--- src/rtl/aes_ahb_master.sv ---
// aes_ahb_master: AHB-Lite initiator that runs AES key-load/encrypt/decrypt
// command sequences (data write, control write, status poll, result read).
module aes_ahb_master #(
    parameter logic [31:0] DATA_ADDR   = 32'h0000_0000,
    parameter logic [31:0] CTRL_ADDR   = 32'h0000_0004,
    parameter logic [31:0] STATUS_ADDR = 32'h0000_0008,
    parameter logic [31:0] RESULT_ADDR = 32'h0000_000C,
    parameter int unsigned RDY_BIT     = 0,
    parameter int unsigned POLL_MAX    = 255
) (
    input  logic         HCLK,
    input  logic         HRESETn,
    input  logic         cmd_valid,
    input  logic [1:0]   cmd_op,
    input  logic [127:0] cmd_data,
    output logic         cmd_ready,
    output logic         rsp_valid,
    input  logic         rsp_ready,
    output logic [127:0] rsp_data,
    output logic         rsp_error,
    output logic [31:0]  HADDR,
    output logic         HWRITE,
    output logic [1:0]   HTRANS,
    output logic [2:0]   HSIZE,
    output logic [2:0]   HBURST,
    output logic [3:0]   HPROT,
    output logic [31:0]  HWDATA,
    input  logic [31:0]  HRDATA,
    input  logic         HREADY,
    input  logic [1:0]   HRESP
);
    localparam int unsigned PCW = $clog2(POLL_MAX + 1);
    localparam int unsigned RIW = 5;
    localparam logic [RIW-1:0] RDY_IDX = RIW'(RDY_BIT);
    localparam logic [PCW-1:0] PCNT_MAX = PCW'(POLL_MAX);
    localparam logic [1:0] TR_IDLE   = 2'b00;
    localparam logic [1:0] TR_NONSEQ = 2'b10;
    localparam logic [1:0] RESP_ERR  = 2'b01;
    localparam logic [1:0] OP_KEY    = 2'b00;
    localparam logic [1:0] OP_ENC    = 2'b01;
    localparam logic [1:0] OP_RSV    = 2'b11;

    typedef enum logic [3:0] {
        S_IDLE, S_WR_A, S_WR_D, S_CT_A, S_CT_D,
        S_PL_A, S_PL_D, S_RD_A, S_RD_D, S_RESP
    } state_t;

    state_t         state, state_n;
    logic [1:0]     op_q, op_n;
    logic [127:0]   data_q, data_n;
    logic [1:0]     wcnt, wcnt_n;
    logic [PCW-1:0] pcnt, pcnt_n, pcnt_inc;
    logic [127:0]   rsp_data_n;
    logic           rsp_error_n;
    logic [31:0]    haddr_n, hwdata_n, ctrl_val;
    logic           hwrite_n, abort;

    assign HSIZE  = 3'b010;
    assign HBURST = 3'b000;
    assign HPROT  = 4'b0011;

    // State, datapath and registered bus/handshake outputs
    always_ff @(posedge HCLK or negedge HRESETn) begin
        if (!HRESETn) begin
            state     <= S_IDLE;
            op_q      <= 2'b00;
            data_q    <= '0;
            wcnt      <= '0;
            pcnt      <= '0;
            cmd_ready <= 1'b1;
            rsp_valid <= 1'b0;
            rsp_data  <= '0;
            rsp_error <= 1'b0;
            HTRANS    <= TR_IDLE;
            HADDR     <= '0;
            HWRITE    <= 1'b0;
            HWDATA    <= '0;
        end else begin
            state     <= state_n;
            op_q      <= op_n;
            data_q    <= data_n;
            wcnt      <= wcnt_n;
            pcnt      <= pcnt_n;
            cmd_ready <= (state_n == S_IDLE);
            rsp_valid <= (state_n == S_RESP);
            rsp_data  <= rsp_data_n;
            rsp_error <= rsp_error_n;
            HTRANS    <= (state_n == S_WR_A || state_n == S_CT_A ||
                          state_n == S_PL_A || state_n == S_RD_A) ? TR_NONSEQ : TR_IDLE;
            HADDR     <= haddr_n;
            HWRITE    <= hwrite_n;
            HWDATA    <= hwdata_n;
        end
    end

    // Next-state sequencing of the write/poll/read transfer chain
    always_comb begin
        state_n     = state;
        op_n        = op_q;
        data_n      = data_q;
        wcnt_n      = wcnt;
        pcnt_n      = pcnt;
        pcnt_inc    = pcnt + PCW'(1);
        rsp_data_n  = rsp_data;
        rsp_error_n = rsp_error;
        haddr_n     = HADDR;
        hwrite_n    = HWRITE;
        hwdata_n    = HWDATA;
        abort       = 1'b0;
        unique case (op_q)
            OP_KEY:  ctrl_val = 32'd1;
            OP_ENC:  ctrl_val = 32'd2;
            default: ctrl_val = 32'd4;
        endcase

        unique case (state)
            S_IDLE: begin
                if (cmd_valid && cmd_ready) begin
                    op_n        = cmd_op;
                    data_n      = cmd_data;
                    wcnt_n      = '0;
                    pcnt_n      = '0;
                    rsp_data_n  = '0;
                    rsp_error_n = 1'b0;
                    if (cmd_op == OP_RSV) begin
                        state_n     = S_RESP;
                        rsp_error_n = 1'b1;
                    end else begin
                        state_n = S_WR_A;
                    end
                end
            end
            S_WR_A: begin
                if (HREADY) begin
                    state_n  = S_WR_D;
                    hwdata_n = data_q[127:96];
                end
            end
            S_WR_D: begin
                if (HRESP == RESP_ERR) begin
                    abort = 1'b1;
                end else if (HREADY) begin
                    data_n  = {data_q[95:0], 32'h0};
                    wcnt_n  = wcnt + 2'd1;
                    state_n = (wcnt == 2'd3) ? S_CT_A : S_WR_A;
                end
            end
            S_CT_A: begin
                if (HREADY) begin
                    state_n  = S_CT_D;
                    hwdata_n = ctrl_val;
                end
            end
            S_CT_D: begin
                if (HRESP == RESP_ERR) begin
                    abort = 1'b1;
                end else if (HREADY) begin
                    state_n = (op_q == OP_KEY) ? S_RESP : S_PL_A;
                end
            end
            S_PL_A: begin
                if (HREADY) state_n = S_PL_D;
            end
            S_PL_D: begin
                if (HRESP == RESP_ERR) begin
                    abort = 1'b1;
                end else if (HREADY) begin
                    if (HRDATA[RDY_IDX]) begin
                        state_n = S_RD_A;
                    end else begin
                        pcnt_n = pcnt_inc;
                        if (pcnt_inc == PCNT_MAX) begin
                            state_n     = S_RESP;
                            rsp_error_n = 1'b1;
                        end else begin
                            state_n = S_PL_A;
                        end
                    end
                end
            end
            S_RD_A: begin
                if (HREADY) state_n = S_RD_D;
            end
            S_RD_D: begin
                if (HRESP == RESP_ERR) begin
                    abort = 1'b1;
                end else if (HREADY) begin
                    rsp_data_n = {rsp_data[95:0], HRDATA};
                    wcnt_n     = wcnt + 2'd1;
                    state_n    = (wcnt == 2'd3) ? S_RESP : S_RD_A;
                end
            end
            S_RESP: begin
                if (rsp_ready) state_n = S_IDLE;
            end
            default: state_n = S_IDLE;
        endcase

        // Bus error in any data-phase cycle ends the sequence with no further transfers
        if (abort) begin
            state_n     = S_RESP;
            rsp_error_n = 1'b1;
            rsp_data_n  = '0;
        end

        unique case (state_n)
            S_WR_A:  begin haddr_n = DATA_ADDR;   hwrite_n = 1'b1; end
            S_CT_A:  begin haddr_n = CTRL_ADDR;   hwrite_n = 1'b1; end
            S_PL_A:  begin haddr_n = STATUS_ADDR; hwrite_n = 1'b0; end
            S_RD_A:  begin haddr_n = RESULT_ADDR; hwrite_n = 1'b0; end
            default: ;
        endcase
    end
endmodule

--- config.mk ---
export PLATFORM = sky130hd
export DESIGN_NAME = aes_ahb_master
export DESIGN_NICKNAME = d
export VERILOG_FILES = /design/src/rtl/aes_ahb_master.sv
export SDC_FILE = /design/constraint.sdc
export NUM_CORES = 1
export LEC_CHECK = 0
export BUFFER_PORTS_ARGS = -buffer_cell sky130_fd_sc_hd__buf_4
export CAP_MARGIN = 15
export CORE_AREA = 2 2 169 171
export CTS_CLUSTER_DIAMETER = 60
export DETAILED_ROUTE_END_ITERATION = 10
export DIE_AREA = 0 0 171 173
export PLACE_DENSITY = 0.85
export REMOVE_ABC_BUFFERS = 1
export SLEW_MARGIN = 15
export SYNTH_ARGS = -nofsm -noshare
export SYNTH_HDL_FRONTEND = slang
export SYNTH_SLANG_ARGS = --single-unit
--- constraint.sdc ---
create_clock -name HCLK -period 4 [get_ports HCLK]
set_clock_uncertainty 0.2 [all_clocks]
set_input_delay 0.4 -clock HCLK [delete_from_list [all_inputs] [get_ports HCLK]]
set_output_delay 0.4 -clock HCLK [all_outputs]
set_load 0.05 [all_outputs]
==> flow_summary.toml, run 1 <==
[clock_tree]
clk_latency_ns = 0.50
cts.clk_slew.worst_paths_ns = 0.07
cts_resized = 0
htree_levels = 2
cts_root_buffer = "clkbuf_16"
clockBufferDepth = 3
post_cts_buffers = 0
clock_sinks = 311
cts_buffers = 34
cts_tree = "built"

[floorplan]
pin_count = 377
start_util = 0.498
coreArea_um2 = 27600
die_w_um = 171
die_h_um = 173
rows = 61
die-area_um2 = 29600

[worst_setup_path]
crit_path_end_kind = "register"
start_kind = "register"
cp.required_ns = 4.22
crit_fanout = 54
criticalPathCategory = "reg -> reg"
worstPathArrival_ns = 3.27

[yosys]
synth_cells = 1513
netlist_area_um2 = 13800
synth_top_area_frac = 0.564
syn_avg_cell_area_um2 = 9.10
yosysUniqueCellTypes = 66
seq_area_frac_synth = 0.566
synth_area_leaders = "dfrtp_1 56%, nand2_1 11%, nand3_1 4.9%, a21oi_1 4.8%, a31oi_1 4.5%"
synth_edf_count = 0
ys.warnings.count = 0
ys_ff_latch = 311
ys.flop_type = "dfrtp_1"
synth.largest_area_cell = "dfrtp_1"
async_flop_share = 1.00

[timing]
min_period_over_period = 0.764
rsz0062_at_grt = "no"
report.final.slew_viol_count = 0
hold_viol = 0
setup_violations = 0
fin_crit_ns = 3.06
slew_headroom = 0.253
fmax_mhz = 327
setup_ws_ns = 0.943
worst_slew_pin_slew_ns = 1.12

[grt]
grt_pass1_vias = 13400
grt_remaining_overflow = 0
antenna_found_initial = 1
gr-usage-all-layers = 0.291
grt_max_degree = 131
grt_pass1_wl_mm = 69.4

[route]
drt-pass1-iter-count = 6
wl_per_cell_um = 19.0
ant_nets = 0
vias = 13300
drc = 0
drt_iter0_drc = 1487
drt_wl_total_mm = 44.6
vias_per_cell = 5.66

[outcome]
status = "completed"

[worst_hold_path]
min-delay-path-class = "in -> reg"

[placed_design]
io_buffers = 335
dpl_worst_slack_ns = 1.03
dpl.hpwl_mm = 24.1
dpl_cell_area_um2 = 16300
place_congestion = 0.895

[finish]
nets = 2113
final_cell_mix = "402 x nand2_1, 348 x buf_4, 310 x dfrtp_1"
final_common_cell = "nand2_1"
nFillCells = 1880
final_design_area_no_fill_um2 = 19100
multi_input_area_um2 = 5270
fin_util = 0.692
drive_above_1_share = 0.225
syn_to_final_growth_pct = 39.0
regArea_um2 = 7780

[power_and_ir_drop]
power.density_nw_per_um2 = 696
p_leak_nw = 8.98
peakVddDrop_mv = 0.460

[run]
drv_cap = 0
[where the power goes]
group / total [mW] / internal, mW / switching, mW
sequential: 4.81 / 4.10 / 0.717
clock: 3.26 / 1.97 / 1.29
combinational: 5.24 / 1.66 / 3.58
total: 13.3 / 7.73 / 5.59
[routing by layer]
metal / GRT usage / part of all wire
met1: 0.347 / 0.36
met2: 0.492 / 0.50
met3: 0.0652 / 0.091
met4: 0.148 / 0.054
met5: 0 / 0
[flip-flops by register name (all words and copies together) (netlist names)]
signal	count
data_q	128
rsp_data	128
HWDATA	32
pcnt	8
state	4
HADDR	2
op_q	2
wcnt	2
HTRANS	1
HWRITE	1
cmd_ready	1
rsp_error	1
rsp_valid	1
[synth_stat cells, types with 3 or more instances]
cell type  count
xnor2_1        3
buf_1          5
o21ai_1        3
dfrtp_1      310
nor2_1       109
nand2_1      402
buf_2         32
nand3_1      135
mux2i_1        6
inv_1          8
a22o_1        32
ha_1           3
and3_1         3
a21oi_1      132
buf_4         52
or3_1          3
a31oi_1       98
o21ai_0       46
clkbuf_1      71
[worst paths after layout]
| kind | start | to | slack, ns | depth (start not counted) |
|---|---|---|---|---|
| worst min-delay path | HRDATA[0] | rsp_data[0]$_DFFE_PN0P_ | 0.03 | 3 |
| worst max register to register | state[3]$_DFF_PN0_ | data_q[96]$_DFFE_PN0P_ | 0.94 | 7 |
| max in group asynchronous | HRESETn | cmd_ready$_DFF_PN1_ | 2.27 | 3 |
| min in group asynchronous | HRESETn | rsp_data[125]$_DFFE_PN0P_ | 0.37 | 2 |
| worst min register to register | HWDATA[13]$_DFFE_PN0P_ | HWDATA[13]$_DFFE_PN0P_ | 0.28 | 2 |
| worst max-delay path | state[3]$_DFF_PN0_ | data_q[96]$_DFFE_PN0P_ | 0.94 | 7 |
[through the flow]
stage               hold WS, ns  total power [mW]  setup TNS (ns)  cells
floorplan               -0.0956              8.11        -1528.77   1388
global placement          0.265              9.47               0   2121
detailed placement        0.272              9.68               0   2121
CTS                     0.00956              13.1               0   2344
global route             0.0140              14.0               0   2345
finish                   0.0333              13.3               0   2345
[final cells by class]
| class | instances | share of cell area |
|---|---|---|
| antenna | 1 | 0.000131 |
| clock inverter | 10 | 0.00491 |
| tap | 378 | 0.0247 |
| sequential | 311 | 0.407 |
| multi-input combinational | 1068 | 0.276 |
| inverter | 9 | 0.00177 |
| clock buffer | 51 | 0.0574 |
| timing repair buffer | 517 | 0.228 |
[worst max-delay path, cell delays in order (launching register included)]
cell and delay [ns]:
dfrtp_1 0.57, nor2_1 0.55, nand4_4 0.20, nand2_1 0.16, o21a_4 0.52, buf_4 0.46, nor2_1 0.10, a31oi_1 0.18
[what timing repair did]
action | 4_1_cts | 5_1_grt
hold buffers | 162 | 0
setup endpoints to repair | 0 | 0
hold endpoints to repair | 266 | 0
[kinds of logic (layout without fill, tap and decap cells)]
kind of cell / Yosys count / after routing / share of synthesized area
and+or+nand+nor: 679 / 679 / 0.209
adders and majority gates: 4 / 4 / 0.00345
AOI/OAI and AO/OA: 334 / 334 / 0.148
xor gates and xnor gates: 4 / 4 / 0.00255
other: 2 / 42 / 0.000546
muxes: 6 / 6 / 0.00436
buffers and inverters: 173 / 587 / 0.0668
DFF: 311 / 311 / 0.566
No activity file was read; power rests on OpenSTA's default activity.
==> inputs of run 2 (changes only) <==
Settings changed: CORE_AREA 2 2 169 171 to 2 2 173 175, DIE_AREA 0 0 171 173 to 0 0 175 177.
Clock period 4 ns to 2.5 ns, I/O delays scaled along.
==> run 2 against run 1 <==
Via count is 0.41% higher; die area is 4.7% higher; sequential power is 59% higher; clock power is 62% higher; global-route usage is 0.34 points lower; final area is 1.9% higher; worst hold slack worse by 0.0012 ns; core utilization is 2.6 points lower; setup slack worse by 0.80 ns; largest cell class unchanged; critical endpoint is now HADDR[3]$_DFFE_PN0P_; power is 64% higher; final cell count is 1.5% higher; combinational power is 70% higher.
==> flow_summary.toml, run 2 (synthesized netlist as in run 1, its figures left out) <==
[outcome]
status = "completed"

[floorplan]
start_util = 0.471
pin_count = 377
die_h_um = 177
coreArea_um2 = 29200
die_w_um = 175
die-area_um2 = 31000
rows = 63

[power_and_ir_drop]
peakVddDrop_mv = 0.790
p_leak_nw = 9.15
power.total_mw = 21.8
power.density_nw_per_um2 = 1120

[worst_setup_path]
worstSetupPathDepth = 7
ff2ff_setup_slack_ns = 0.14
crit_path_end_kind = "register"
start_kind = "register"
slowest_delay_ns = 0.42
worstReg2RegEnd = "HADDR[3]$_DFFE_PN0P_"
worst_path_max_delay_cell = "or3_4"
criticalPathCategory = "reg -> reg"
crit_fanout = 5
cp.required_ns = 2.69
crit_family = "simple AND/OR/NAND/NOR gates"
cp.buffers_inverters = 0
cp_cell_sequence = "ha_2 > nand3_2 > or3_4 > a2111oi_4 > o32ai_2 > and2_4 > o22a_1"
rr_worst_depth = 7
worstPathArrival_ns = 2.55
r2r-start = "pcnt[0]$_DFFE_PN0P_"

[timing]
rsz0062_at_grt = "no"
setup_ws_ns = 0.140
worst_slew_pin_slew_ns = 1.07
holdWs_ns = 0.0321
setup_violations = 0
tns_ns = 0
min_period_over_period = 0.944
slew_headroom = 0.282
hold_viol = 0
fin_crit_ns = 2.36
fmax_mhz = 424
report.final.slew_viol_count = 0

[grt]
grt_remaining_overflow = 0
grt_max_degree = 131
grt_pass1_vias = 13500
grt_pass1_wl_mm = 71.6
gr-usage-all-layers = 0.288
antenna_found_initial = 3

[route]
drt_wl_total_mm = 45.2
drc = 0
vias = 13300
ant_nets = 0
wl_per_cell_um = 19.0
drt-pass1-iter-count = 6
drt_iter0_drc = 1337
vias_per_cell = 5.60

[placed_design]
dpl_worst_slack_ns = 0.121
dpl.hpwl_mm = 25.5
place_congestion = 0.905
dpl_cell_area_um2 = 16600
io_buffers = 335

[clock_tree]
cts_root_buffer = "clkbuf_16"
htree_levels = 2
post_cts_buffers = 0
clk_latency_ns = 0.50
cts_buffers = 34
clock_sinks = 311
cts_tree = "built"
cts.clk_slew.worst_paths_ns = 0.06
clockBufferDepth = 3

[finish]
multi_input_area_um2 = 5300
final_common_cell = "nand2_1"
regArea_um2 = 7790
nets = 2137
nFillCells = 2031
top_regs = "data_q (128), rsp_data (128), HWDATA (32)"
final_cell_mix = "402 x nand2_1, 361 x buf_4, 308 x dfrtp_1"
drive_above_1_share = 0.234
final_design_area_no_fill_um2 = 19500
syn_to_final_growth_pct = 41.5

[run]
drv_cap = 0

[worst_hold_path]
hp-start = "HRESP[1]"
holdPathStages = 4
holdPathEnd = "rsp_error$_DFFE_PN0P_"
min-delay-path-class = "in -> reg"
==> run 2: what timing repair did <==
item | in CTS | in global routing
endpoints found under the hold margin | 242 | 0
hold buffers | 164 | 0
gates resized for setup | 0 | 8
setup endpoints to repair | 0 | 186
==> run 2: stage by stage <==
stage                      util  cells
after floorplan               -   1388
after global placement    0.568   2155
after detailed placement  0.568   2155
after CTS                 0.665   2377
after global routing      0.666   2380
final                     0.666   2380
==> run 2: layout make-up <==
cell class,count,area share
sequential,311,0.400
multi-input combinational,1068,0.272
timing repair buffer,541,0.240
clock buffer,48,0.0538
tap,390,0.0250
clock inverter,10,0.00719
inverter,9,0.00173
antenna,3,0.000385
==> run 2: how the worst max path moves through the flow <==
stage	start	endpoint	slack (ns)
after global routing	pcnt[0]$_DFFE_PN0P_	HWRITE$_DFFE_PN0P_	0.02
after global placement	state[1]$_DFF_PN0_	data_q[39]$_DFFE_PN0P_	0.19
after floorplan	state[1]$_DFF_PN0_	data_q[100]$_DFFE_PN0P_	-9.60
after detailed placement	state[1]$_DFF_PN0_	data_q[110]$_DFFE_PN0P_	0.12
after CTS	state[1]$_DFF_PN0_	data_q[52]$_DFFE_PN0P_	0.04
final	pcnt[0]$_DFFE_PN0P_	HADDR[3]$_DFFE_PN0P_	0.14
==> run 2: worst reg2reg max path: stages, from the launching register on <==
cell and delay (ns):
dfrtp_1 0.40, ha_2 0.24, nand3_2 0.13, or3_4 0.42, a2111oi_4 0.36, o32ai_2 0.17, and2_4 0.18, o22a_1 0.16
==> run 2: per-layer routing <==
metal / wire (um) / up-vias / global-route usage
li1: - / 5959 / -
met1: 16800 / 6373 / 0.355
met2: 22400 / 839 / 0.487
met3: 3900 / 167 / 0.0588
met4: 2030 / 0 / 0.135
met5: 0 / - / 0
==> run 2: report_power, final <==
group / internal (mW) / switching [mW]
clock network: 3.23 / 2.05
registers: 6.56 / 1.07
logic: 2.98 / 5.95
total: 12.8 / 9.07
==> inputs of run 3 (changes only) <==
Settings changed: ABC_AREA set to 1, CORE_AREA 2 2 173 175 to 2 2 177 179, DIE_AREA 0 0 175 177 to 0 0 179 181.
==> run 3 against run 2 <==
Critical endpoint is now data_q[34]$_DFFE_PN0P_; final cell count up 5.4%; worst hold slack better by 0.027 ns; global-route usage down 0.27 points; critical path type unchanged.
==> flow_summary.toml, run 3 <==
[timing]
slew_headroom = 0.543
setup_violations = 0
min_period_over_period = 0.928
holdWs_ns = 0.0592
rsz0062_at_grt = "no"
hold_viol = 0
report.final.slew_viol_count = 0
fmax_mhz = 431
worst_slew_pin_slew_ns = 0.685
fin_crit_ns = 2.32

[clock_tree]
clk_latency_ns = 0.51
cts.clk_slew.worst_paths_ns = 0.06
cts_tree = "built"
clock_sinks = 311
cts_root_buffer = "clkbuf_16"
clockBufferDepth = 3
cts_buffers = 37
htree_levels = 2

[worst_setup_path]
cp.required_ns = 2.71
crit_top_cell = "nor2_4"
slowest_delay_ns = 0.48
crit_family = "simple AND/OR/NAND/NOR gates"
ff2ff_setup_slack_ns = 0.18
start_kind = "register"
crit_fanout = 38
rr_worst_depth = 10
criticalPathCategory = "reg -> reg"
cp_cell_sequence = "nor2_4 > nand2_1 > nor2_4 > inv_2 > o21ai_4 > nand2_2 > clkinv_8 > buf_4 > nor2_1 > a31oi_1"
cp.buffers_inverters = 3
crit_path_end_kind = "register"
worst_path_max_delay_cell = "dfrtp_1"
worstPathArrival_ns = 2.53
worstSetupPathDepth = 10

[placed_design]
place_inst = 2281
place_congestion = 0.845
io_buffers = 335
dpl.hpwl_mm = 27.4

[grt]
antenna_found_initial = 2
gr-usage-all-layers = 0.285
grt_pass1_wl_mm = 73.4
grt_pass1_vias = 14000
grt_max_degree = 105
grt_remaining_overflow = 0

[yosys]
seq_area_frac_synth = 0.538
async_flop_share = 1.00
ys.flop_type = "dfrtp_1"
ys.warnings.count = 0
synth_top_area_frac = 0.536
synth.largest_area_cell = "dfrtp_1"
syn_avg_cell_area_um2 = 8.85
synth_edf_count = 0
ys_ff_latch = 311
yosysUniqueCellTypes = 38
synth_area_leaders = "dfrtp_1 54%, o21ai_0 6.7%, inv_1 6.0%, nand2_1 6.0%, o211ai_1 3.9%"
synthTopCellsByCount = "310 x dfrtp_1, 231 x inv_1, 231 x nand2_1"
synth_most_common_cell = "dfrtp_1"
synth_cells = 1635
netlist_area_um2 = 14500

[power_and_ir_drop]
p_leak_nw = 9.71
peakVddDrop_mv = 0.646
power.total_mw = 26.7
power.density_nw_per_um2 = 1330

[route]
wl_per_cell_um = 18.6
wl_met3_mm = 4.21
drt-pass1-iter-count = 5
vias = 13900
route.met2.wl_mm = 22.5
wl_met1_mm = 17.7
drt_iter0_drc = 1425
drc = 0
drt_wl_total_mm = 46.6
ant_nets = 0
top_layer = "met4"
vias_per_cell = 5.54

[floorplan]
pin_count = 377
die_w_um = 179
die_h_um = 181
coreArea_um2 = 30300
start_util = 0.477
die-area_um2 = 32400
rows = 64

[finish]
nets = 2259
finalNonFillerCells = 2509
syn_to_final_growth_pct = 39.3
final_common_cell = "buf_4"
final_cell_mix = "348 x buf_4, 310 x dfrtp_1, 231 x inv_1"
drive_above_1_share = 0.224
top_regs = "data_q (128), rsp_data (128), HWDATA (32)"

[worst_hold_path]
min-delay-path-class = "in -> async"

[outcome]
status = "completed"

[run]
drv_cap = 0
-- run 3: cells by family (layout without fill, tap and decap cells) --
logic type,count (synthesis),count (layout),share of synthesized area
XOR/XNOR,1,1,0.000605
flip-flops,311,311,0.538
adder cells (fa/ha/maj),3,3,0.00259
AND/OR/NAND/NOR,472,472,0.142
other,2,43,0.000519
AO/OA/AOI/OAI,451,451,0.196
buffers and inverters,395,832,0.121
-- run 3: worst register-to-register path, stage by stage (launching register included) --
cell and delay (ns):
dfrtp_1 0.48, nor2_4 0.21, nand2_1 0.11, nor2_4 0.18, inv_2 0.09, o21ai_4 0.07, nand2_2 0.12, clkinv_8 0.17
buf_4 0.28, nor2_1 0.10, a31oi_1 0.21
-- run 3: layout make-up --
type                    instances  area [um2]
diodes                          2        5.00
clock buffers                  50        1010
clock inverters                13         191
fillers                      2073       10200
inverters                     238         910
multi-input cells             968        5120
flip-flops and latches        311        7780
well taps                     396         495
repair buffers                531        4640
-- run 3: stage by stage --
| stage | setup TNS, ns | util | cell area, um2 | setup slack, ns |
|---|---|---|---|---|
| floorplan | -893.20 | - | 13800 | -5.53 |
| CTS | 0 | 0.663 | 20100 | 0.177 |
| detailed placement | 0 | 0.570 | 17300 | 0.218 |
| global route | 0 | 0.664 | 20200 | 0.0114 |
| global placement | 0 | 0.570 | 17300 | 0.289 |
| finish | 0 | 0.664 | 20200 | 0.181 |
-- run 3: path summary, 6_finish.rpt --
path | from | end
worst max register to register | state[1]$_DFF_PN0_ | data_q[34]$_DFFE_PN0P_
worst min-delay path | HRESETn | rsp_data[65]$_DFFE_PN0P_
worst max-delay path | state[1]$_DFF_PN0_ | data_q[34]$_DFFE_PN0P_
min in group HCLK | rsp_ready | cmd_ready$_DFF_PN1_
worst min register to register | data_q[19]$_DFFE_PN0P_ | data_q[19]$_DFFE_PN0P_
max in group asynchronous | HRESETn | cmd_ready$_DFF_PN1_
-- run 3: routing by layer --
layer | GRT usage | vias up
met4 | 0.130 | 0
met1 | 0.352 | 6618
met3 | 0.0593 | 173
met5 | 0 | -
met2 | 0.476 | 847
li1 | - | 6252
-- run 3: where the power goes --
part | leakage [nW] | switching (mW) | internal [mW]
Sequential | 3.94 | 1.20 | 7.13
Combinational | 5.18 | 9.21 | 3.81
Clock | 0.591 | 2.13 | 3.28
Total | 9.71 | 12.5 | 14.2
-- run 3: timing repair --
item,CTS,global route
gates resized for setup,0,4
endpoints found under the setup margin,0,13
hold buffers,163,0
setup buffers,0,0
endpoints found under the hold margin,475,0
